<file path="src/rtl/wave_gen_multi.sv">
`default_nettype none
// wave_gen_multi: signed triangle / saw / square generator with double-buffered runtime config.
// Revision 1.0
module wave_gen_multi #(
  parameter int WIDTH    = 16,
  parameter int DIV_W    = 16,
  parameter int RST_DIV  = 256,
  parameter int RST_STEP = 256,
  parameter int RST_LO   = -(2**(WIDTH-1)),
  parameter int RST_HI   = 2**(WIDTH-1)-1
) (
  input  logic                    clk,
  input  logic                    reset,
  input  logic                    en,
  input  logic                    cfg_load,
  input  logic [1:0]              mode,
  input  logic [DIV_W-1:0]        div,
  input  logic [WIDTH-1:0]        step,
  input  logic signed [WIDTH-1:0] lo,
  input  logic signed [WIDTH-1:0] hi,
  output logic signed [WIDTH-1:0] wave_out,
  output logic                    out_valid,
  output logic                    peak,
  output logic                    trough,
  output logic                    cfg_err
);

  localparam int EW = WIDTH + 2;

  localparam logic [1:0] MODE_TRI     = 2'd0;
  localparam logic [1:0] MODE_SAW_UP  = 2'd1;
  localparam logic [1:0] MODE_SAW_DN  = 2'd2;
  localparam logic [1:0] MODE_SQUARE  = 2'd3;

  typedef enum logic {
    DIR_UP   = 1'b0,
    DIR_DOWN = 1'b1
  } dir_t;

  typedef struct packed {
    logic [1:0]       mode;
    logic [DIV_W-1:0] div;
    logic [WIDTH-1:0] step;
    logic [WIDTH-1:0] lo;
    logic [WIDTH-1:0] hi;
  } cfg_t;

  localparam cfg_t RST_CFG = '{
    mode: MODE_TRI,
    div:  DIV_W'(RST_DIV),
    step: WIDTH'(RST_STEP),
    lo:   WIDTH'(RST_LO),
    hi:   WIDTH'(RST_HI)
  };

  function automatic logic signed [EW-1:0] sx(input logic [WIDTH-1:0] v);
    return {{2{v[WIDTH-1]}}, v};
  endfunction

  cfg_t             act;
  cfg_t             pend;
  logic             pend_vld;
  dir_t             dir;
  dir_t             dir_nxt;
  logic [DIV_W-1:0] cnt;
  logic [WIDTH-1:0] acc;
  logic [WIDTH-1:0] acc_nxt;

  logic                 tick;
  logic                 ev_peak;
  logic                 ev_trough;
  logic                 cycle_start;
  logic                 apply;
  logic                 cfg_ok;
  logic [WIDTH-1:0]     tick_out;
  logic [WIDTH-1:0]     start_acc;
  logic [WIDTH-1:0]     start_out;
  logic signed [EW-1:0] acc_x;
  logic signed [EW-1:0] step_x;
  logic signed [EW-1:0] lo_x;
  logic signed [EW-1:0] hi_x;
  logic signed [EW-1:0] up_sum;
  logic signed [EW-1:0] dn_sum;
  logic signed [EW-1:0] new_lo_x;
  logic signed [EW-1:0] new_hi_x;
  logic signed [EW-1:0] new_step_x;
  cfg_t                 cfg_in;

  assign tick   = en && (cnt == act.div);
  assign acc_x  = sx(acc);
  assign step_x = {2'b00, act.step};
  assign lo_x   = sx(act.lo);
  assign hi_x   = sx(act.hi);
  assign up_sum = acc_x + step_x;
  assign dn_sum = acc_x - step_x;

  // Widened arithmetic keeps acc+step / acc-step exact, so bound tests never wrap.
  always_comb begin
    acc_nxt   = acc;
    dir_nxt   = dir;
    ev_peak   = 1'b0;
    ev_trough = 1'b0;
    unique case (act.mode)
      MODE_SAW_UP: begin
        if (up_sum > hi_x) begin
          acc_nxt = act.lo;
          ev_peak = 1'b1;
        end else begin
          acc_nxt = up_sum[WIDTH-1:0];
        end
      end
      MODE_SAW_DN: begin
        if (dn_sum < lo_x) begin
          acc_nxt   = act.hi;
          ev_trough = 1'b1;
        end else begin
          acc_nxt = dn_sum[WIDTH-1:0];
        end
      end
      MODE_TRI, MODE_SQUARE: begin
        if (dir == DIR_UP) begin
          if (up_sum >= hi_x) begin
            acc_nxt = act.hi;
            dir_nxt = DIR_DOWN;
            ev_peak = 1'b1;
          end else begin
            acc_nxt = up_sum[WIDTH-1:0];
          end
        end else begin
          if (dn_sum <= lo_x) begin
            acc_nxt   = act.lo;
            dir_nxt   = DIR_UP;
            ev_trough = 1'b1;
          end else begin
            acc_nxt = dn_sum[WIDTH-1:0];
          end
        end
      end
    endcase
  end

  always_comb begin
    tick_out = acc_nxt;
    if (act.mode == MODE_SQUARE) begin
      tick_out = (dir_nxt == DIR_UP) ? act.hi : act.lo;
    end
  end

  // A new waveform cycle starts at the trough, except saw-up which restarts at its peak wrap.
  assign cycle_start = (act.mode == MODE_SAW_UP) ? ev_peak : ev_trough;
  assign apply       = pend_vld && ((tick && cycle_start) || !en);

  always_comb begin
    start_acc = (pend.mode == MODE_SAW_DN) ? pend.hi : pend.lo;
    start_out = (pend.mode == MODE_SQUARE) ? pend.hi : start_acc;
  end

  assign cfg_in     = '{mode: mode, div: div, step: step, lo: lo, hi: hi};
  assign new_lo_x   = sx(lo);
  assign new_hi_x   = sx(hi);
  assign new_step_x = {2'b00, step};
  assign cfg_ok     = (new_lo_x < new_hi_x) && (step != '0) &&
                      (new_step_x <= (new_hi_x - new_lo_x));

  always_ff @(posedge clk or posedge reset) begin
    if (reset) begin
      act       <= RST_CFG;
      pend      <= RST_CFG;
      pend_vld  <= 1'b0;
      dir       <= DIR_UP;
      cnt       <= '0;
      acc       <= RST_CFG.lo;
      wave_out  <= RST_CFG.lo;
      out_valid <= 1'b0;
      peak      <= 1'b0;
      trough    <= 1'b0;
      cfg_err   <= 1'b0;
    end else begin
      out_valid <= 1'b0;
      peak      <= 1'b0;
      trough    <= 1'b0;
      cfg_err   <= cfg_load && !cfg_ok;

      if (en) begin
        cnt <= tick ? '0 : cnt + 1'b1;
      end

      if (tick) begin
        acc       <= acc_nxt;
        dir       <= dir_nxt;
        wave_out  <= tick_out;
        out_valid <= 1'b1;
        peak      <= ev_peak;
        trough    <= ev_trough;
      end

      // Apply overrides the tick result but keeps the cycle-start pulse set above.
      if (apply) begin
        act       <= pend;
        acc       <= start_acc;
        dir       <= DIR_UP;
        cnt       <= '0;
        wave_out  <= start_out;
        out_valid <= 1'b1;
      end

      if (cfg_load && cfg_ok) begin
        pend     <= cfg_in;
        pend_vld <= 1'b1;
      end else if (apply) begin
        pend_vld <= 1'b0;
      end
    end
  end

endmodule
`default_nettype wire

</file>
<file path="config.mk">
export PLATFORM = sky130hd
export DESIGN_NAME = wave_gen_multi
export DESIGN_NICKNAME = d
export VERILOG_FILES = /design/src/rtl/wave_gen_multi.sv
export SDC_FILE = /design/constraint.sdc
export NUM_CORES = 1
export LEC_CHECK = 0
export BUFFER_PORTS_ARGS = -buffer_cell sky130_fd_sc_hd__buf_4
export CAP_MARGIN = 20
export CORE_ASPECT_RATIO = 2
export CORE_UTILIZATION = 32
export CTS_CLUSTER_SIZE = 8
export DETAILED_ROUTE_END_ITERATION = 8
export GPL_ROUTABILITY_DRIVEN = 0
export PLACE_DENSITY = 0.57
export SETUP_SLACK_MARGIN = 0.4
export SYNTH_ARGS = -nofsm -noshare
export SYNTH_HDL_FRONTEND = slang
export SYNTH_SLANG_ARGS = --single-unit
</file>
<file path="constraint.sdc">
create_clock -name clk -period 9.4 [get_ports clk]
set_input_delay 1.88 -clock clk [delete_from_list [all_inputs] [get_ports clk]]
set_output_delay 1.88 -clock clk [all_outputs]
set_load 0.01 [all_outputs]
</file>
---- Yosys cells after proc, flatten, opt, wreduce, memory -nomap -nowiden ----
Cells that the tools add are included.
word-level totals
  ROM bits ................................ 0
  bits of input ports ..................... 70
  bits in writable memories ............... 0
  bits in registers ....................... 186
  bits in latches ......................... 0
  logic and storage cells ................. 88
  memories ................................ 0
operators by class
  multiply operators ...................... 0
  multiplexer cells ....................... 37
  add/sub/neg operators ................... 4
  order comparisons ....................... 6
  bitwise operators ....................... 0
  reduce and logical (&&, ||, !) cells .... 16
  shifts and indexed selects .............. 0
  equal/unequal tests ..................... 6
  divide/modulo/power cells ............... 0
operators with widths
  kind                                                                    count
  16-bit 2-to-1 mux                                                       16
  16-bit case mux with 3 select lines                                     1
  16-bit by 17-bit adder with 18-bit output                               1
  18-bit by 16-bit >= comparator with 1-bit output                        1
  18-bit by 16-bit > comparator with 1-bit output                         1
  18-bit by 16-bit <= comparator with 1-bit output                        1
  18-bit by 16-bit less-than comparator with 1-bit output                 1
  1-bit 2-to-1 mux                                                        18
  16-bit by 17-bit subtractor with 18-bit output                          1
  17-bit <= comparator                                                    1
  16-bit by 16-bit subtractor with 17-bit output                          1
  16-bit by 1-bit adder with 16-bit output (second input constant)        1
  16-bit equality test                                                    1
  16-bit less-than comparator                                             1
  16-bit nonzero test                                                     1
  2-bit equality test (second input constant)                             4
  1-bit logical AND                                                       7
  2-bit nonzero test                                                      3
  1-bit case mux with 2 select lines                                      2
  2-bit by 1-bit equality test with 1-bit output (second input constant)  1
  1-bit zero test                                                         2
  2-bit zero test                                                         1
  2-bit OR reduction                                                      1
  1-bit logical OR                                                        1

---- Logic depth before layout (Yosys ltp) ----
  word-level depth ........................ 11
  depth in mapped cells ................... 25
  depth with buffers taken out ............ 22

---- Worst setup path after synthesis ----
No wires, ideal clock.
  path type ............................... input to register
  from .................................... input port hi[0]
  to ...................................... register pend[15] (netlist bit)
  arrival time ............................ 6.088 ns
  buffers on the path ..................... 2
  setup time .............................. 0.127 ns
  required time ........................... 9.273 ns
  setup slack ............................. 3.184 ns
  stages on the path ...................... 22
  cells stage by stage .................... inv_1 -> ha_1 -> inv_1 -> fa_1 -> a21oi_1 -> o21bai_1 -> a21oi_1 -> o21ai_1 -> a221o_1 -> a311o_1 -> a21o_1 -> a21oi_1 -> xnor2_1 -> ha_1 -> a2111oi_0 -> o211ai_1 -> a211oi_1 -> o31a_1 -> nand4_1 -> buf_6 -> buf_6 -> mux2_1
between the ends
  longest elaborated chain between the ends .. 4
ends and longest elaborated chain
  item                                                                                           RTL line  source
  start, declared                                                                                20        input logic signed [WIDTH-1:0] hi,
  16-bit by 16-bit subtractor with 17-bit output or 16-bit less-than comparator (tied branches)  163, 162
  17-bit <= comparator or 1-bit logical AND (tied branches)                                      163, 162
  1-bit logical AND (*)                                                                          162       assign cfg_ok = (new_lo_x < new_hi_x) && (step != '0) &&
  1-bit logical AND (*)                                                                          207       if (cfg_load && cfg_ok) begin
  end signal, assigned                                                                           208       pend <= cfg_in;
  end, declared                                                                                  61        cfg_t pend;
Every way passes the cells marked *; elsewhere a longest branch is shown, timed or not.
A chain may end at the register's enable or synchronous reset.

---- Worst setup path in the final report ----
  from .................................... register act[33] (netlist bit)
  to ...................................... register wave_out[11]
between the ends
  longest elaborated chain between the ends .. 10
ends and longest elaborated chain
  item                                                                                                                  RTL line  source
  start, declared                                                                                                       60        cfg_t act;
  start signal, assigned                                                                                                199       act <= pend;
  16-bit by 17-bit subtractor with 18-bit output or 16-bit by 17-bit adder with 18-bit output (tied branches)           95, 94
  18-bit by 16-bit <= comparator with 1-bit output or 18-bit by 16-bit >= comparator with 1-bit output (tied branches)  130, 122
  1-bit 2-to-1 mux (on tied branches)                                                                                   130, 122
  1-bit 2-to-1 mux                                                                                                      121       if (dir == DIR_UP) begin
  1-bit case mux with 2 select lines                                                                                    103       unique case (act.mode)
  1-bit 2-to-1 mux                                                                                                      150       assign cycle_start = (act.mode == MODE_SAW_UP) ? ev_peak : ev_trough;
  1-bit logical AND                                                                                                     151       assign apply = pend_vld && ((tick && cycle_start) || !en);
  1-bit logical OR                                                                                                      151
  1-bit logical AND                                                                                                     151
  16-bit 2-to-1 mux or 2-bit nonzero test (tied branches)                                                               -
  end signal, assigned                                                                                                  173       wave_out <= RST_CFG.lo;
  end signal, assigned                                                                                                  191       wave_out <= tick_out;
  end signal, assigned                                                                                                  203       wave_out <= start_out;
  end, declared                                                                                                         21        output logic signed [WIDTH-1:0] wave_out,
Parallel ways exist; a longest one is shown, timed or not. The select of a mux whose other input is x is not followed.

==> out/qor.yml <==
status: "complete, no violations"
worstSkewPairLatency_ns: 0.47
critPathArrivalTime_ns: 7.37
yosysWarnings: 0
fin_setup_tns_ns: 0
die_area_mm2: 0.0427
die_y_um: 291
rsz0062_at_grt: "false"
numClockSinks: 186
postRouteAntennaNets: 0
hold_buffers: 0
grtUsageTotal: 0.230
critPathMaxStageDelay_ns: 0.91
cp_slowest_cell: "a221oi_4"
finalHoldViolCount: 0
vias_per_cell: 5.74
setup_viol: 0
yosysSeqAreaShare: 0.351
min_period_ns: 7.00
syn_nets: 1658
grt_max_degree: 133
drive_gt1_frac: 0.171
totalWireLength_um: 48300
vias: 12000
drc: 0
cts_htree_levels: 4
clockBufferDepth: 2
syn_inst: 1479
overflow: 0
slew_viol_final: 0
core-area_mm2: 0.0411
cts_setup_buffers: 0
setup.worst_path.class: "register to register"
crit_fanout: 79
synth.distinct_cells: 87
grt_pass1_vias: 12300
async_reset_ff_frac: 1.00
synth_edf_count: 0
max_slew_margin: 0.191
nNetsFinal: 1718
syn_area_mm2: 0.0134
drt_iter0_drc: 766
routedWlPerCell_um: 23.2
worst_pin_slew_ns: 1.21
syn2layout_area_growth_pct: 13.2
pin_count: 90
cp_data_required_time_ns: 9.77
finClkSkew_ns: 0.0233
port_buffers: 89
ys_seq_elements: 186
cts_root_buffer: "clkbuf_16"
min_path_type: "register to register"
utilization: 0.369
cts_buffers: 17
num_rows: 105
clock.fmax_mhz: 143
first_pass_iters: 7
cts_tree: "built"
cp-end-kind: "register"
clk_pin_slew_ns: 0.08
antenna_found_initial: 0
grt_pass1_wl_um: 72700
initial_utilization: 0.326
dp.final_hpwl_um: 37200
cts_resized: 0
avgSynthCellArea_um2: 9.05
drv_cap: 0
synth_flop_cell: "dfrtp_1"
cp_cell_sequence: "inv_1 > ha_1 > nor2b_1 > o31ai_1 > a21oi_1 > o21a_1 > a21o_1 > a21oi_1 > nor2b_1 > o21ai_0 > ha_1 > nand3_1 > o21bai_1 > o211ai_4 > a221oi_4 > a31oi_2 > nor3_4 > o21a_4 > buf_12 > a22oi_1 > o211ai_1"
worstSetupStartpointType: "register"
finalCritPeriodShare: 0.745
antennaDiodeCount: 0
die_w_um: 147
-- stage by stage --
| step | hold slack, ns | instance area, um2 | std cells | setup slack, ns |
|---|---|---|---|---|
| detailed placement | 0.447 | 14600 | 2054 | 2.32 |
| global placement | 0.439 | 14600 | 2054 | 2.33 |
| global route | 0.479 | 15200 | 2087 | 2.26 |
| CTS | 0.469 | 15100 | 2086 | 2.52 |
| finish | 0.463 | 15200 | 2087 | 2.40 |
| floorplan | 0.433 | 13400 | 1479 | 2.53 |
-- Yosys cell counts, types with 21 or more instances --
cell type  count  area [um2]
clkbuf_1      34         128
ha_1         106        1330
a211oi_1      22         165
a21oi_1       68         340
buf_2         21         105
inv_1        116         435
nand3_1       42         210
mux2i_1       33         330
nand4_1       26         163
mux2_2        56         631
mux2_1        29         327
dfstp_2       38         998
dfrtp_1      148        3700
nor3_1        22         110
xnor2_1       46         403
nand2_1      188         706
o21ai_0      109         546
nor2_1        68         255
-- registers in the layout (all words and copies together) (netlist names), 16 cells and up --
| signal | flops |
|---|---|
| act | 66 |
| wave_out | 16 |
| cnt | 16 |
| acc | 16 |
| pend | 66 |
-- final timing paths --
path | from | end | slack, ns | depth (start not counted)
hold reg to reg | pend[59]$_DFFE_PP0P_ | act[59]$_DFFE_PP0P_ | 0.46 | 2
min in group asynchronous | reset | cfg_err$_DFF_PP0_ | 1.60 | 2
setup / recovery | act[33]$_DFFE_PP0P_ | wave_out[11]$_DFFE_PP0P_ | 2.40 | 21
hold / removal | pend[59]$_DFFE_PP0P_ | act[59]$_DFFE_PP0P_ | 0.46 | 2
max in group asynchronous | reset | out_valid$_DFF_PP0_ | 6.42 | 3
setup reg to reg | act[33]$_DFFE_PP0P_ | wave_out[11]$_DFFE_PP0P_ | 2.40 | 21
-- cell families after synthesis --
family | synth area share
and+or+nand+nor | 0.147
AOI/OAI and AO/OA | 0.203
buffers and inverters | 0.0601
DFF | 0.351
muxes | 0.0962
adders and majority gates | 0.104
xor gates and xnor gates | 0.0393
-- worst max-delay path, delay by kind of cell (launching register included) --
kind            cells  cell delay [ns]
compound gates     13             4.66
fa+ha+maj           2             0.72
buf+inv             2             0.40
flops               1             0.41
simple gates        4             0.66
-- layout by cell type (no fill, tap or decap), types with 12 or more instances in the layout --
cell       instances
xnor2_1           46
buf_4            110
inv_1            115
a21oi_1           66
nor2b_1           15
o21ai_0          109
o21a_1            12
nand4_1           26
mux2i_1           33
o21bai_1          12
nor2_1            68
a211oi_1          22
nor3_1            22
ha_1             106
xor2_1            14
nand2b_1          13
nand3_1           42
o211ai_1          14
mux2_2            56
mux2_1            29
nand2_1          188
dfrtp_1          148
a22oi_1           18
clkbuf_16         17
dfstp_2           38
a21o_1            18
-- area by class of cell --
cell class | instances | area, um2
fillers | 4214 | 26000
multi-input cells | 1104 | 7920
flip-flops and latches | 186 | 4700
repair buffers | 112 | 853
well taps | 535 | 669
clock buffers | 20 | 457
inverters | 118 | 450
clock inverters | 12 | 105
-- routing by layer --
metal,track usage,wire length (um),up-vias
met4,0.196,4400,0
li1,-,-,5437
met5,0,0,-
met3,0.0318,2040,210
met1,0.216,16100,5868
met2,0.429,25700,464
Power is left out: the tool's default activity adds up to more than one toggle a clock period on the data nets, which glitch-free logic cannot reach.
